$ cat src/rtl/fetch_sequencer.sv
// ---------------------------------------------------------------------------------------------
// fetch_sequencer
//
// Instruction-fetch front end. Owns the architectural PC, issues word fetches to a
// variable-latency instruction memory over a req/ack handshake, presents the fetched word to
// the CPU until it signals completion, then commits the CPU-computed next PC. Detects halt
// words (32'h0), misaligned branch targets and fetch timeouts.
//
// Ports:
//   clk         system clock, all state on rising edge
//   rst         synchronous active-high reset
//   next_pc     next PC from the CPU for the current instruction
//   step        CPU finished current instruction (only looked at in EXEC)
//   mem_req     fetch request to instruction memory
//   mem_addr    word address of the fetch (pc[31:2])
//   mem_ack     memory returns mem_rdata this cycle (only looked at in FETCH)
//   mem_rdata   fetched instruction word
//   instr       latched instruction presented to the CPU
//   instr_valid instr is valid and stable
//   pc          address of the current / being-fetched instruction
//   halted      sticky, halt word fetched
//   fault       sticky, fetch fault
//   fault_code  01 misaligned next_pc, 10 fetch timeout, 00 none
//   retired     count of committed steps (wraps)
// ---------------------------------------------------------------------------------------------
module fetch_sequencer #(
   parameter logic [31:0] RESET_PC = 32'h0000_0000,
   parameter int unsigned TIMEOUT  = 16
) (
   input  logic        clk,
   input  logic        rst,
   input  logic [31:0] next_pc,
   input  logic        step,
   output logic        mem_req,
   output logic [29:0] mem_addr,
   input  logic        mem_ack,
   input  logic [31:0] mem_rdata,
   output logic [31:0] instr,
   output logic        instr_valid,
   output logic [31:0] pc,
   output logic        halted,
   output logic        fault,
   output logic [1:0]  fault_code,
   output logic [31:0] retired
);

   typedef enum logic [2:0] {StIdle, StFetch, StExec, StHalt, StFault} state_e;

   // Last counter value at which an ack is still accepted; no ack there means timeout.
   localparam logic [7:0] CountLast = 8'(TIMEOUT - 1);

   state_e      state_q, state_d;
   logic [31:0] pc_q, pc_d;
   logic [31:0] instr_q, instr_d;
   logic [31:0] retired_q, retired_d;
   logic [1:0]  fault_code_q, fault_code_d;
   logic [7:0]  count_q, count_d;

   always_ff @(posedge clk) begin
      if (rst) begin
         state_q      <= StIdle;
         pc_q         <= RESET_PC;
         instr_q      <= 32'h0;
         retired_q    <= 32'h0;
         fault_code_q <= 2'b00;
         count_q      <= 8'h0;
      end else begin
         state_q      <= state_d;
         pc_q         <= pc_d;
         instr_q      <= instr_d;
         retired_q    <= retired_d;
         fault_code_q <= fault_code_d;
         count_q      <= count_d;
      end
   end

   always_comb begin
      state_d      = state_q;
      pc_d         = pc_q;
      instr_d      = instr_q;
      retired_d    = retired_q;
      fault_code_d = fault_code_q;
      count_d      = count_q;

      unique case (state_q)
         StIdle: begin
            state_d = StFetch;
            count_d = 8'h0;
         end
         StFetch: begin
            if (mem_ack) begin
               // Ack wins over a simultaneous timeout.
               instr_d = mem_rdata;
               count_d = 8'h0;
               state_d = (mem_rdata == 32'h0) ? StHalt : StExec;
            end else if (count_q == CountLast) begin
               count_d      = 8'h0;
               fault_code_d = 2'b10;
               state_d      = StFault;
            end else begin
               count_d = count_q + 8'd1;
            end
         end
         StExec: begin
            if (step) begin
               if (next_pc[1:0] == 2'b00) begin
                  pc_d      = next_pc;
                  retired_d = retired_q + 32'd1;
                  state_d   = StFetch;
               end else begin
                  // pc keeps pointing at the instruction that produced the bad target.
                  fault_code_d = 2'b01;
                  state_d      = StFault;
               end
            end
         end
         StHalt:  state_d = StHalt;
         StFault: state_d = StFault;
         default: state_d = StIdle;
      endcase
   end

   assign mem_req     = (state_q == StFetch);
   assign mem_addr    = pc_q[31:2];
   assign instr       = instr_q;
   assign instr_valid = (state_q == StExec) || (state_q == StHalt);
   assign pc          = pc_q;
   assign halted      = (state_q == StHalt);
   assign fault       = (state_q == StFault);
   assign fault_code  = fault_code_q;
   assign retired     = retired_q;

endmodule

$ cat config.mk
export PLATFORM = sky130hd
export DESIGN_NAME = fetch_sequencer
export DESIGN_NICKNAME = d
export VERILOG_FILES = /design/src/rtl/fetch_sequencer.sv
export SDC_FILE = /design/constraint.sdc
export NUM_CORES = 1
export LEC_CHECK = 0
export CAP_MARGIN = 20
export CORE_ASPECT_RATIO = 0.5
export CORE_MARGIN = 10
export CORE_UTILIZATION = 44
export CTS_BUF_LIST = sky130_fd_sc_hd__clkbuf_4 sky130_fd_sc_hd__clkbuf_8
export CTS_CLUSTER_SIZE = 28
export DETAILED_ROUTE_END_ITERATION = 6
export PLACE_DENSITY = 0.79
export SYNTH_ARGS = -nofsm -noshare
export SYNTH_HDL_FRONTEND = slang
export SYNTH_SLANG_ARGS = --single-unit
$ cat constraint.sdc
create_clock -name clk -period 2.2 [get_ports clk]
set_input_delay 0.44 -clock clk [delete_from_list [all_inputs] [get_ports clk]]
set_output_delay 0.44 -clock clk [all_outputs]
set_load 0.01 [all_outputs]
---- Word-level counts from Yosys, hierarchy flattened ----
Index checks and enable logic that the tools add are counted.
operators by class
  add/sub/neg operators ................... 2
  multipliers ............................. 0
  divide/modulo/power cells ............... 0
  $lt $le $gt $ge ......................... 0
  equality and inequality tests ........... 10
  shifts and indexed selects .............. 0
  multiplexer cells ....................... 14
  bitwise gates (word level) .............. 0
  reduce and logical (&&, ||, !) cells .... 10
operators with widths
  kind                                                   number
  adder 32 x 1 -> 32 bit, second input constant          1
  logical NOT 32 bit                                     1
  2-to-1 mux 8 bit                                       2
  one-hot mux 8 bit (2 select lines)                     1
  one-hot mux 3 bit (5 select lines)                     1
  2-to-1 mux 3 bit                                       4
  adder 8 x 1 -> 8 bit, second input constant            1
  == test 8 x 4 -> 1 bit, second input constant          1
  2-to-1 mux 2 bit                                       4
  == test 3 x 2 -> 1 bit, second input constant          2
  inequality test 2 bit, second input constant           3
  AND reduction 5 bit                                    1
  one-hot mux 2 bit (2 select lines)                     1
  AND reduction 2 bit                                    2
  nonzero test 2 bit                                     2
  == test 3 x 1 -> 1 bit, second input constant          1
  == test 3 bit, second input constant                   1
  logical NOT 3 bit                                      1
  inequality test 3 x 1 -> 1 bit, second input constant  1
  AND reduction 3 bit                                    1
  logical NOT 2 bit                                      1
  inequality test 2 x 1 -> 1 bit, second input constant  1
  logical OR 1 bit                                       1
  2-to-1 mux 1 bit                                       1
word-level totals
  bits in registers ....................... 109
  latch bits .............................. 0
  RAM bits ................................ 0
  memory bits (read-only) ................. 0
  logic and storage cells ................. 42
  memories kept ........................... 0

---- Logic depth before layout (Yosys ltp) ----
  depth in word-level cells ............... 4
  depth in mapped cells ................... 7
  gate-level depth less buffers ........... 5

---- Worst setup path after synthesis ----
No wires, ideal clock.
  path kind ............................... input port to flip-flop
  start point ............................. input port next_pc[0]
  end point ............................... register retired_q[17], in the netlist retired[17]
  arrival time ............................ 1.964 ns
  slack ................................... 0.165 ns
  stages on the path ...................... 5
  buffers on the path ..................... 1
  path through ............................ or3b_4 > or4_1 > buf_2 > or4_1 > a21oi_1
on the way
  word-level cells in the longest chain between the ends .. 2
RTL lines
  what                           line  source
  start, declared                32    input logic [31:0] next_pc,
  logical NOT 2 bit              106   if (next_pc[1:0] == 2'b00) begin
  AND reduction 3 bit (no line)  -
  end signal, assigned           71    retired_q <= retired_d;
  end, declared                  55    logic [31:0] retired_q, retired_d;
Every way passes these cells.
A chain may end at the register's enable or synchronous reset.

---- Final worst setup path ----
  start point ............................. register state_q[2]
  end point ............................... output port halted
on the way
  word-level cells in the longest chain between the ends .. 1
RTL lines
  what                    line  source
  start, declared         52    state_e state_q, state_d;
  start signal, assigned  61    state_q <= StIdle;
  start signal, assigned  68    state_q <= state_d;
  == test 3 x 2 -> 1 bit  128   assign halted = (state_q == StHalt);
  end, declared           41    output logic halted,
Every way passes these cells.

==> out/qor.csv <==
metric,value,unit
Synth Area per Inst,8.12,sq um
routed vias,4686,
worst vdd ir,0.000330,V
gpl congestion,0.830,
Die ar.,15600,sq um
Worst-Skew Late Latency,0.38,ns
total track usage,18.4,%
Final nets,835,
Post-Synth XOR/XNOR Area,2.59,%
CTS Buf Count,9,
Mapped Nets,653,
initial antenna violation count,0,
Slew Limit Fails,0,
internal power,0.00312,W
synth warn,0,
Leakage,2.39,nW
Clock transition at path regs,0.09,ns
cts hold-fix bufs,0,
largest net degree at the start of global routing,40,
PwrDens,618,nW/um^2
GR Layer Usage met2,32.4,%
outcome,finished clean,
Vert. Die Dim,93.4,um
# diodes,0,
# port buffers,199,
total length of routed wires,15.2,mm
post-route minimum period,2.12,ns
Synth Area in Adders,0.528,%
cell chain of the critical path,"buf_4, nor2b_4, and2_1, clkdlybuf4s50_1",
Post-synth EDFFs,0,
"top cells by area, synth","dfxtp_1, nand2_1, a21oi_1",
Worst Setup End Kind,output port,
"FF+latch count, synth",109,
die width,167,um
routed vias/inst,5.15,
relative slew slack,65.0,%
wire per inst,16.7,um
Min-Delay Path Class,input pin to register,
vias in the first global route,4614,
sequential power share,49.2,%
met3 Use GR,7.81,%
max cap viols,0,
"Req. time, crit path",1.76,ns
top_reg_cell synth,dfxtp_1,
Startpoint Class,register,
DP HPWL,11.7,mm
Synth top area share,46.1,%
part of the Yosys area used for sequential elements,46.1,%
Synth area leader,dfxtp_1,
crit path DAT,1.68,ns
mux cell area share after synthesis,0,%
clk_skew,0.0126,ns
Residual DRC,0,
Core Region,10300,sq um
Synth async-reset ratio,0,%
first-pass GRT wire length,24.0,mm
CTS tree,done,
sw power,0.00126,W
synthesized area,4740,sq um
CTS sink cnt,109,
final hold violations,0,
row count,26,
final setup fails,0,
Hold WS,0.442,ns
Synth Area in Compound Gates,14.7,%
critical path's largest stage delay,0.54,ns
Post-Synthesis Cells,583,
CTS Root Cell,clkbuf_8,
Final period util,96.3,%
Highest Clock Rate,472,MHz
Comb power frac,24.1,%
switching part of the total,28.7,%
GRT busiest layer,met2,
distinct cell type count after synthesis,49,
Post-DRT Antenna Nets,0,
share of cells above drive strength 1,9.22,%
post-synthesis simple-gate area fraction,28.0,%
GR Util met1,20.3,%
H-tree lvl count,3,
"Max FO, Critical Path",12,
Slew @ Worst Pin,0.518,ns
Ports,200,
fill cell count,852,
1st-pass router iterations,4,
Max Buffers Root-to-Sink,2,
Area Overhead vs Synth,49.9,%
DR iter-0 viols,161,
post-layout util,68.6,%
GRT overflow,0,
Starting Density,45.8,%
Crit Path Category,register to output port,
clock share of power,26.7,%
critical path's slowest cell,clkdlybuf4s50_1,
largest family of logic cells by synthesized area,simple AND/OR/NAND/NOR gates,
-- sequential cells by signal, indices dropped and copies added, names as in the netlist --
signal      count
count_q         8
fault_code      2
instr          32
pc             32
retired        32
state_q         3
-- timing repair --
item                       CTS  global route
pin swaps                    0             1
gates cloned                 0             0
gates resized for setup      2             7
setup endpoints to repair    1            14
buffers inserted             0             2
-- power groups by stage --
stage	clock [W]	sequential, W	combinational [W]
floorplan	0	0.00224	0.000454
finish	0.00117	0.00216	0.00105
CTS	0.00120	0.00216	0.00105
global route	0.00128	0.00217	0.00115
detailed placement	0	0.00220	0.00105
global placement	0	0.00219	0.00104
-- worst paths after layout --
kind,end,cells past startpoint,startpoint,slack (ns)
worst min-delay path,retired[5],2,rst,0.44
worst max register to register,retired[31],5,retired[13],0.09
worst max-delay path,halted,4,state_q[2],0.08
worst min register to register,instr[2],2,instr[2],0.46
-- critical path: cells and delay by family (launching register included) --
family,cells,cell delay [ns]
and+or+nand+nor,2,0.26
DFF,1,0.34
buffers and inverters,2,0.72
-- layout make-up --
type	instances	area [sq um]	share of cell area [%]
Clock inverter	4	32.5	0.458
Clock buffer	12	159	2.24
Inverter	3	11.3	0.159
Timing Repair Buffer	239	2340	33.0
Multi-Input combinational cell	403	2190	30.9
Tap cell	140	175	2.47
Sequential cell	109	2190	30.8
-- metal layers --
metal	part of all wire (%)	up-vias	wire, um
met5	0	-	0
met4	1.2	0	183
met3	7.4	13	1120
met2	51	115	7770
met1	40	2199	6100
li1	-	2359	-
-- through the flow --
stage / std cells / TNS [ns] / area, sq um / setup WS (ns) / total power (W)
after global routing: 910 / -0.00177 / 7100 / -0.00177 / 0.00460
after detailed placement: 892 / -4.58 / 6860 / -0.380 / 0.00324
after global placement: 892 / -3.73 / 6860 / -0.340 / 0.00323
after CTS: 908 / 0 / 7060 / 0.0127 / 0.00441
final: 910 / 0 / 7100 / 0.0805 / 0.00438
after floorplan: 583 / 0 / 4740 / 0.165 / 0.00269
-- Yosys cell counts (3+ instances only) --
| master | number |
|---|---|
| or4_1 | 18 |
| nor4_1 | 11 |
| and2_1 | 5 |
| buf_4 | 30 |
| nor2b_1 | 5 |
| or3_1 | 7 |
| o21ai_0 | 8 |
| and3_1 | 5 |
| dfxtp_1 | 109 |
| nand2_1 | 140 |
| inv_1 | 3 |
| clkbuf_1 | 33 |
| xnor2_1 | 6 |
| xor2_1 | 8 |
| a21oi_1 | 90 |
| o31ai_1 | 15 |
| and4_1 | 5 |
| nand4_1 | 13 |
| nand3_1 | 13 |
| nor2_1 | 22 |
-- kinds of logic after synthesis --
| logic type | count (synthesis) |
|---|---|
| and+or+nand+nor | 263 |
| AOI/OAI and AO/OA | 124 |
| DFF | 109 |
| buffers and inverters | 71 |
| xor gates and xnor gates | 14 |
| adders and majority gates | 2 |
-- placed cells by master (no fill, tap or decap), types with 2 or more instances in the layout --
cell type / n
a211o_1: 2
a21oi_1: 89
a311oi_1: 2
and2_1: 5
and3_1: 5
and4_1: 5
buf_12: 4
buf_4: 37
clkbuf_8: 11
clkdlybuf4s50_1: 197
clkinv_4: 2
clkinvlp_4: 2
dfxtp_1: 108
ha_1: 2
inv_1: 3
nand2_1: 140
nand2b_1: 2
nand3_1: 13
nand4_1: 13
nor2_1: 21
nor2b_1: 4
nor3_1: 2
nor3b_1: 2
nor4_1: 11
o21ai_0: 8
o31ai_1: 15
or3_1: 7
or4_1: 16
or4_4: 2
xnor2_1: 6
xor2_1: 8
No activity file was read; power rests on OpenSTA's default activity.
